`src/rtl/mc_cpu_ctrl.sv`:
```
// mc_cpu_ctrl: multi-cycle MIPS-subset control FSM with retired-instruction counter; MC_CTRL_WAIT_EN adds memory wait states
module mc_cpu_ctrl #(
  parameter int CNT_W = 32
) (
  input  logic             clock,
  input  logic             reset,
  input  logic [5:0]       opcode,
  input  logic [5:0]       funct,
  input  logic             zero,
  input  logic             mem_ready,
  output logic             pc_write,
  output logic             pc_wr_cond,
  output logic [1:0]       pc_src,
  output logic             iord,
  output logic             mem_read,
  output logic             mem_write,
  output logic             ir_write,
  output logic             reg_dst,
  output logic             mem_to_reg,
  output logic             reg_write,
  output logic             alu_src_a,
  output logic [1:0]       alu_src_b,
  output logic [3:0]       alu_ctrl,
  output logic             illegal,
  output logic [CNT_W-1:0] instr_cnt
);
  localparam logic [3:0] S_RST = 4'd0, S_FETCH = 4'd1, S_DECODE = 4'd2, S_EXEC_R = 4'd3,
                         S_WB_R = 4'd4, S_EXEC_I = 4'd5, S_WB_I = 4'd6, S_MEM_ADDR = 4'd7,
                         S_MEM_RD = 4'd8, S_WB_LD = 4'd9, S_MEM_WR = 4'd10, S_BRANCH = 4'd11,
                         S_JUMP = 4'd12;
  localparam logic [5:0] OP_R = 6'b000000, OP_ADDI = 6'b001000, OP_LW = 6'b100011,
                         OP_SW = 6'b101011, OP_BEQ = 6'b000100, OP_J = 6'b000010;
  localparam logic [3:0] ALU_ADD = 4'b0010, ALU_SUB = 4'b0110, ALU_AND = 4'b0000,
                         ALU_OR = 4'b0001, ALU_SLT = 4'b0111;
  logic [3:0] state, nxt;
  logic [3:0] r_alu;
  logic       r_ok, ready, term;
  logic       unused_zero;
  assign unused_zero = zero;
`ifdef MC_CTRL_WAIT_EN
  assign ready = mem_ready;
`else
  logic unused_ready;
  assign unused_ready = mem_ready;
  assign ready = 1'b1;
`endif
  always_comb begin
    r_ok  = 1'b1;
    r_alu = funct == 6'b100000 ? ALU_ADD :
            funct == 6'b100010 ? ALU_SUB :
            funct == 6'b100100 ? ALU_AND :
            funct == 6'b100101 ? ALU_OR  :
            funct == 6'b101010 ? ALU_SLT : ALU_AND;
    if (!(funct inside {6'b100000, 6'b100010, 6'b100100, 6'b100101, 6'b101010})) r_ok = 1'b0;
  end
  always_comb begin
    nxt = S_RST;
    case (state)
      S_RST:      nxt = S_FETCH;
      S_FETCH:    nxt = ready ? S_DECODE : S_FETCH;
      S_DECODE:   nxt = opcode == OP_R    ? (r_ok ? S_EXEC_R : S_FETCH) :
                        opcode == OP_ADDI ? S_EXEC_I :
                        (opcode == OP_LW || opcode == OP_SW) ? S_MEM_ADDR :
                        opcode == OP_BEQ  ? S_BRANCH :
                        opcode == OP_J    ? S_JUMP : S_FETCH;
      S_EXEC_R:   nxt = S_WB_R;
      S_EXEC_I:   nxt = S_WB_I;
      S_MEM_ADDR: nxt = opcode == OP_LW ? S_MEM_RD : S_MEM_WR;
      S_MEM_RD:   nxt = ready ? S_WB_LD : S_MEM_RD;
      S_MEM_WR:   nxt = ready ? S_FETCH : S_MEM_WR;
      S_WB_R, S_WB_I, S_WB_LD, S_BRANCH, S_JUMP: nxt = S_FETCH;
      default:    nxt = S_RST;
    endcase
  end
  // a terminal state retires on the edge that leaves it (MEM_WR may be held)
  assign term = (state inside {S_WB_R, S_WB_I, S_WB_LD, S_MEM_WR, S_BRANCH, S_JUMP}) && nxt == S_FETCH;
  always_ff @(posedge clock or negedge reset) begin
    if (!reset) begin
      state     <= S_RST;
      instr_cnt <= '0;
    end else begin
      state     <= nxt;
      instr_cnt <= instr_cnt + CNT_W'(term);
    end
  end
  assign pc_write   = (state == S_FETCH && ready) || state == S_JUMP;
  assign ir_write   = state == S_FETCH && ready;
  assign pc_wr_cond = state == S_BRANCH;
  assign pc_src     = state == S_BRANCH ? 2'd1 : state == S_JUMP ? 2'd2 : 2'd0;
  assign iord       = state == S_MEM_RD || state == S_MEM_WR;
  assign mem_read   = state == S_FETCH || state == S_MEM_RD;
  assign mem_write  = state == S_MEM_WR;
  assign reg_dst    = state == S_WB_R;
  assign mem_to_reg = state == S_WB_LD;
  assign reg_write  = state == S_WB_R || state == S_WB_I || state == S_WB_LD;
  assign alu_src_a  = state inside {S_EXEC_R, S_EXEC_I, S_MEM_ADDR, S_BRANCH};
  assign alu_src_b  = state == S_FETCH ? 2'd1 : state == S_DECODE ? 2'd3 :
                      (state == S_EXEC_I || state == S_MEM_ADDR) ? 2'd2 : 2'd0;
  assign alu_ctrl   = state == S_EXEC_R ? r_alu : state == S_BRANCH ? ALU_SUB :
                      (state inside {S_FETCH, S_DECODE, S_EXEC_I, S_MEM_ADDR}) ? ALU_ADD : 4'b0000;
  assign illegal    = state == S_DECODE && nxt == S_FETCH;
endmodule

```
`config.mk`:
```
export PLATFORM = sky130hd
export DESIGN_NAME = mc_cpu_ctrl
export DESIGN_NICKNAME = d
export VERILOG_FILES = /design/src/rtl/mc_cpu_ctrl.sv
export SDC_FILE = /design/constraint.sdc
export NUM_CORES = 1
export LEC_CHECK = 0
export ABC_AREA = 1
export CORE_MARGIN = 1
export CORE_UTILIZATION = 47
export CTS_BUF_LIST = sky130_fd_sc_hd__clkbuf_8 sky130_fd_sc_hd__clkbuf_16
export DETAILED_ROUTE_END_ITERATION = 8
export PLACE_DENSITY = 0.8
export SLEW_MARGIN = 20
export SYNTH_ARGS = -nofsm -noshare
export SYNTH_HDL_FRONTEND = slang
export SYNTH_SLANG_ARGS = --single-unit
```
`constraint.sdc`:
```
create_clock -name clock -period 2.9 [get_ports clock]
set_clock_uncertainty 0.15 [all_clocks]
set_input_delay 0.58 -clock clock [delete_from_list [all_inputs] [get_ports clock]]
set_output_delay 0.58 -clock clock [all_outputs]
set_load 0.03 [all_outputs]
```
Word level (Yosys, flattened, before mapping). Index checks and enable logic that the tools add are counted.

$add $sub $neg: 1. Reduce and logical (&&, ||, !) cells: 16. Mux-type cells: 21. Equality and inequality tests: 23.

Operators by type and width (count): equality test 6 bit, second input constant (7); adder 32 x 1 -> 32 bit (1); one-hot mux 4 bit (7 select lines) (1); 2-to-1 mux 3 bit (7); equality test 4 bit, second input constant (5); 2-to-1 mux 4 bit (5); equality test 4 x 3 -> 1 bit, second input constant (4); 2-to-1 mux 2 bit (8); equality test 4 x 1 -> 1 bit, second input constant (2); equality test 4 x 2 -> 1 bit, second input constant (2); nonzero test 4 bit (2); logical OR 1 bit (7); OR reduction 7 bit (1); equality test 6 x 2 -> 1 bit, second input constant (1); equality test 6 x 3 -> 1 bit, second input constant (1); equality test 6 x 4 -> 1 bit, second input constant (1); zero test 6 bit (1); nonzero test 6 bit (1); nonzero test 5 bit (1); zero test 4 bit (1); logical AND 1 bit (2).

Register bits: 36. Output and inout port bits: 51. Input bits: 16. Word-level logic and storage cells: 63.

Logic depth before layout (Yosys ltp).
Word-level depth: 10. Depth in mapped cells: 17.

Least setup slack after synthesis. OpenSTA, ideal clock, no wires.

Path kind: flip-flop to flip-flop. Start: register state[0]. End: register instr_cnt[22]. Required time: 2627 ps. Stages on the path, launching flop included: 17. Clock period less this slack: 3196 ps. Slack: -296 ps. Data arrival time: 2923 ps. Setup time: 123 ps. Cells stage by stage: dfrtp_1 buf_2 nor2_1 inv_1 nor3_1 inv_1 o211ai_1 ha_1 ha_1 nand3_2 nor2_4 nand2_4 nor2_4 nand2_4 nor2_4 nand2_2 xor2_1.

Longest elaborated chain between the ends: 6. Elaborated cells on any way between the ends: 19. Classes of those cells: add/sub (1); eq/ne (13); mux (1); reduce/logical (4).

Ends and longest elaborated chain: start: declaration (RTL line 35) `logic [3:0] state, nxt;`; start signal: assignment (RTL line 82) `state <= nxt;`; equality test 4 bit (tied with other cells) (RTL line 58, 76); OR reduction 7 bit (no line); one-hot mux 4 bit (7 select lines) (RTL line 58) `case (state)`; equality test 4 x 1 -> 1 bit (RTL line 76) `assign term = (state inside {S_WB_R, S_WB_I, S_WB_LD, S_MEM_WR, S_BRANCH, S_JUMP}) && nxt == S_FETCH;`; logical AND 1 bit (*) (RTL line 76); adder 32 x 1 -> 32 bit (*) (RTL line 83) `instr_cnt <= instr_cnt + CNT_W'(term);`; end signal: assignment (RTL line 83); end: declaration (RTL line 25) `output logic [CNT_W-1:0] instr_cnt`.

Every way passes the cells marked *; elsewhere a longest branch is shown, timed or not.

Worst setup path in the final report.
Start: input opcode[3]. End: output illegal.

Longest elaborated chain between the ends: 9. Elaborated cells on any way between the ends: 16. Classes of those cells: eq/ne (6); mux (7); reduce/logical (3).

Ends and longest elaborated chain: start: declaration (RTL line 7) `input logic [5:0] opcode,`; equality test 6 x 2 -> 1 bit (RTL line 65) `opcode == OP_J ? S_JUMP : S_FETCH;`; 2-to-1 mux 4 bit (RTL line 65); 2-to-1 mux 4 bit (RTL line 64) `opcode == OP_BEQ ? S_BRANCH :`; 2-to-1 mux 4 bit (RTL line 63) `(opcode == OP_LW || opcode == OP_SW) ? S_MEM_ADDR :`; 2-to-1 mux 4 bit (RTL line 62) `opcode == OP_ADDI ? S_EXEC_I :`; 2-to-1 mux 4 bit (RTL line 61) `S_DECODE: nxt = opcode == OP_R ? (r_ok ? S_EXEC_R : S_FETCH) :`; one-hot mux 4 bit (7 select lines) (*) (RTL line 58); equality test 4 x 1 -> 1 bit (*) (RTL line 101) `assign illegal = state == S_DECODE && nxt == S_FETCH;`; logical AND 1 bit (*) (RTL line 101); end: declaration (RTL line 24) `output logic illegal,`.

Marked as above.

==> results <==
- The starting density of the core is approximately half.
- The signed area change from the synthesized netlist to the final layout is 38.0%.
- The first routing iteration left 149 violations.
- The iteration count of the initial detailed-routing pass is 7.
- The number of nets in the synthesized netlist is approximately 310.
- The count of nets left with antenna violations once routing finished came out at 0.
- The number of hold violations in the final report was 0.
- The average detailed-routed wire length per instance is ~13 um.
- The power density normalized to cell area is ~610 nW/um2.
- The routability congestion estimate is ~0.86.
- Setup violations remaining at the end of the flow were counted as 0.
- For this run the aggregate overflow at the end of global routing stands at 0.
- The die is a little over 70 um tall.
- The placement-stage worst setup slack is 0.106 ns.
- The H-tree depth is 2.
- Dividing the detail-routed via count by the number of cells gives about 5.1.
- The total CTS buffers is 5.
- The maximum clock frequency is between 300 and 400 MHz.
- During placement, the flow inserted port buffers numbering 63.
- The worst path uses ~94% of the clock period.
- The clock tree root driver cell is sky130_fd_sc_hd__clkbuf_8.
- The CTS tree is done.
- In the global route stage, overall resource usage came out at between 20% and 30%.
- The critical path required time is about 2.2 ns.
- The repair_antennas step left the layout with diodes totalling 0.
- The fraction of synthesis flops using an asynchronous set or reset pin is 100%.
- The DRC violation count after routing is 8.
- The critical-path maximum fanout is 4.
- The number of sinks on the clock net is 36.
- The wire-length estimate of the detail-placed layout is just over 4 mm.
- Sequential cells were found to cover 40.7% of the synthesized design area.
- Among all flip-flop cells after synthesis, the most frequent one is sky130_fd_sc_hd__dfrtp_1.
- Headroom to the max-slew limit came out at a little under 60%.
- Subtracting the final worst setup slack from the clock period gives between 2 and 3 ns.
- The flow ran to the end, but the final reports show violations.
- A synthesized cell averages between 7 and 8 um2.
- The worst setup path is of the in2out kind.
- The type of origin of the critical path is an input pin.
- The dominant cell by count in the synthesized netlist is sky130_fd_sc_hd__nand2_1.
- In this run the static leakage power is between 0.001 and 0.0015 uW.
- In this run, synthesis inferred 0 flip-flops with an integrated enable.
- Sorting the synthesized cells by how often they occur yields sky130_fd_sc_hd__nand2_1, sky130_fd_sc_hd__inv_1, sky130_fd_sc_hd__nor2_1.
- Across the VDD grid, the largest voltage drop is about 0.00035 V.
- Across all setup checks in the final design, the least slack found is ~0.17 ns.
- The die is around 71 um wide.
- The netlist uses 30 different library cells.
- The max-slew violation total from the final report was 0.
- The clock latency reported for the late side of the worst-skew pair is just under 0.3 ns.
- The count of hold buffers inserted by post-cts repair is 0.
- The global-route wire length before repair is a little under 9 mm.
- The endpoint arrival time on the critical path is around 2.0 ns.
- sky130_fd_sc_hd__dfrtp_1 takes more of the synthesized area than any other cell.
- Yosys printed 0 warnings.
- The worst min-delay path category is reg2reg.
- The post-route worst hold slack is between 0.3 and 0.4 ns.
- Adding up every negative setup slack in the final design gives 0 ns.
- Cells with a size suffix above 1 make up around an eighth of the layout.
- The final net count is approximately 380.
- In this run the standard cell core region covers 4440 um2.
- The top cell type's share of synthesized area is 40.7%.
- 67 I/O pins were placed.
- Fill cells in the final layout number 386.
- The max-cap check violation count is 0.
- By area the synthesized netlist is led by sky130_fd_sc_hd__dfrtp_1, sky130_fd_sc_hd__nand2_1, sky130_fd_sc_hd__inv_1.
- The checks that failed: DRC.
- Entering global routing, the biggest net connects 37 pins.
- The number of antenna violations at the first check in global routing came to 0.
- The detailed router placed around 2100 vias in this run.
- The floorplan has 24 rows.
- The area of the mapped netlist is 2210 um2.
- Clock-pin slew was measured on the worst setup and hold paths at roughly 0.07 ns.
- Counting along the longest clock path gives a buffer depth of 2.
- The transition time at the pin with the least slew margin is between 0.6 and 0.7 ns.
- The synthesized design contains 36 register bits.
- The number of global-route vias before repair is a little over 2000.
- The cell count after synthesis is between 200 and 300.
- Summed over all layers, the routed wires come to about 5.3 mm.
- The area of the die is between 4000 and 5000 um2.
- STA classifies the critical path endpoint as an output port.
-- worst paths after layout --
kind	startpoint	to	slack [ns]	depth (start not counted)
worst min-delay path	instr_cnt[31]	instr_cnt[31]	0.34	2
worst max-delay path	opcode[3]	illegal	0.17	8
max in group asynchronous	reset	state[0]	1.71	2
worst max register to register	state[3]	instr_cnt[20]	0.17	16
min in group asynchronous	reset	instr_cnt[16]	0.54	2
worst min register to register	instr_cnt[31]	instr_cnt[31]	0.34	2
-- kinds of logic after synthesis --
logic type	synth area share, %
simple gates	37.6
flops	40.7
buf+inv	8.37
other cells	0.169
fa+ha+maj	1.13
compound gates	2.54
xor+xnor	9.50
-- routing by layer --
layer,global-route usage [%],vias up,part of all wire [%]
li1,-,1071,-
met4,8.22,0,2.1
met2,36.4,61,47
met1,30.0,981,46
met5,0,-,0
met3,4.27,11,4.8
-- final cells by class --
cell class | count | area, um2 | area share, %
Clock buffer | 7 | 96.3 | 3.15
Inverter | 44 | 165 | 5.41
Multi-Input combinational cell | 210 | 1170 | 38.2
Sequential cell | 36 | 902 | 29.5
Tap cell | 52 | 65.1 | 2.13
Timing Repair Buffer | 67 | 658 | 21.5
-- state kept, by name, summed over array words and instances (netlist names) --
name       flops
instr_cnt     32
state          4
-- worst max-delay path: stages --
cell	delay, ns
sky130_fd_sc_hd__clkdlybuf4s50_1	0.54
sky130_fd_sc_hd__nor2_2	0.08
sky130_fd_sc_hd__nand3_1	0.14
sky130_fd_sc_hd__nand2_1	0.08
sky130_fd_sc_hd__a21oi_2	0.13
sky130_fd_sc_hd__nand3_1	0.10
sky130_fd_sc_hd__nor3_2	0.17
sky130_fd_sc_hd__buf_4	0.18
-- power breakdown --
group / leakage (uW) / total (uW) / switching [uW] / internal (uW)
logic: 0.000922 / 848 / 532 / 317
clock network: 0.0000503 / 385 / 174 / 211
registers: 0.000490 / 635 / 74.5 / 561
-- stage by stage --
step                power [uW]  area [um2]  cells  util (%)
floorplan                 1140        2220    293         -
global placement          1460        2900    407      65.2
detailed placement        1470        2900    407      65.2
CTS                       1850        3000    414      67.4
global route              1970        3050    416      68.7
finish                    1870        3050    416      68.7
-- layout by cell type (no fill, tap or decap) --
cell type                         count
sky130_fd_sc_hd__buf_4                8
sky130_fd_sc_hd__xor2_1              18
sky130_fd_sc_hd__clkdlybuf4s50_1     56
sky130_fd_sc_hd__o21ai_0              2
sky130_fd_sc_hd__o211ai_1             1
sky130_fd_sc_hd__nand2_2              3
sky130_fd_sc_hd__dfrtp_1             35
sky130_fd_sc_hd__nand2_4              2
sky130_fd_sc_hd__dlymetal6s2s_1       3
sky130_fd_sc_hd__nand4_1             12
sky130_fd_sc_hd__a21oi_1              3
sky130_fd_sc_hd__nor2_1              35
sky130_fd_sc_hd__nor3_2               3
sky130_fd_sc_hd__nand3b_1             1
sky130_fd_sc_hd__nor3_1               8
sky130_fd_sc_hd__nor2_2               5
sky130_fd_sc_hd__nor2_8               1
sky130_fd_sc_hd__inv_2                2
sky130_fd_sc_hd__ha_2                 2
sky130_fd_sc_hd__a21oi_2              2
sky130_fd_sc_hd__nor3_4               1
sky130_fd_sc_hd__nand3_2              2
sky130_fd_sc_hd__conb_1               1
sky130_fd_sc_hd__dfrtp_2              1
sky130_fd_sc_hd__nand3_1             23
sky130_fd_sc_hd__clkbuf_8             7
sky130_fd_sc_hd__nand2_1             68
sky130_fd_sc_hd__nor4_1               3
sky130_fd_sc_hd__and3_1               2
sky130_fd_sc_hd__a31oi_1              1
sky130_fd_sc_hd__a211oi_1             1
sky130_fd_sc_hd__inv_1               42
sky130_fd_sc_hd__nor2_4               4
sky130_fd_sc_hd__xnor2_1              6
-- repair_timing --
action,4_1_cts,5_1_grt
hold endpoints to repair,0,0
endpoints found under the setup margin,0,9
resized for setup,0,15
buffers inserted,0,2
Power figures use the tool's default switching activity.
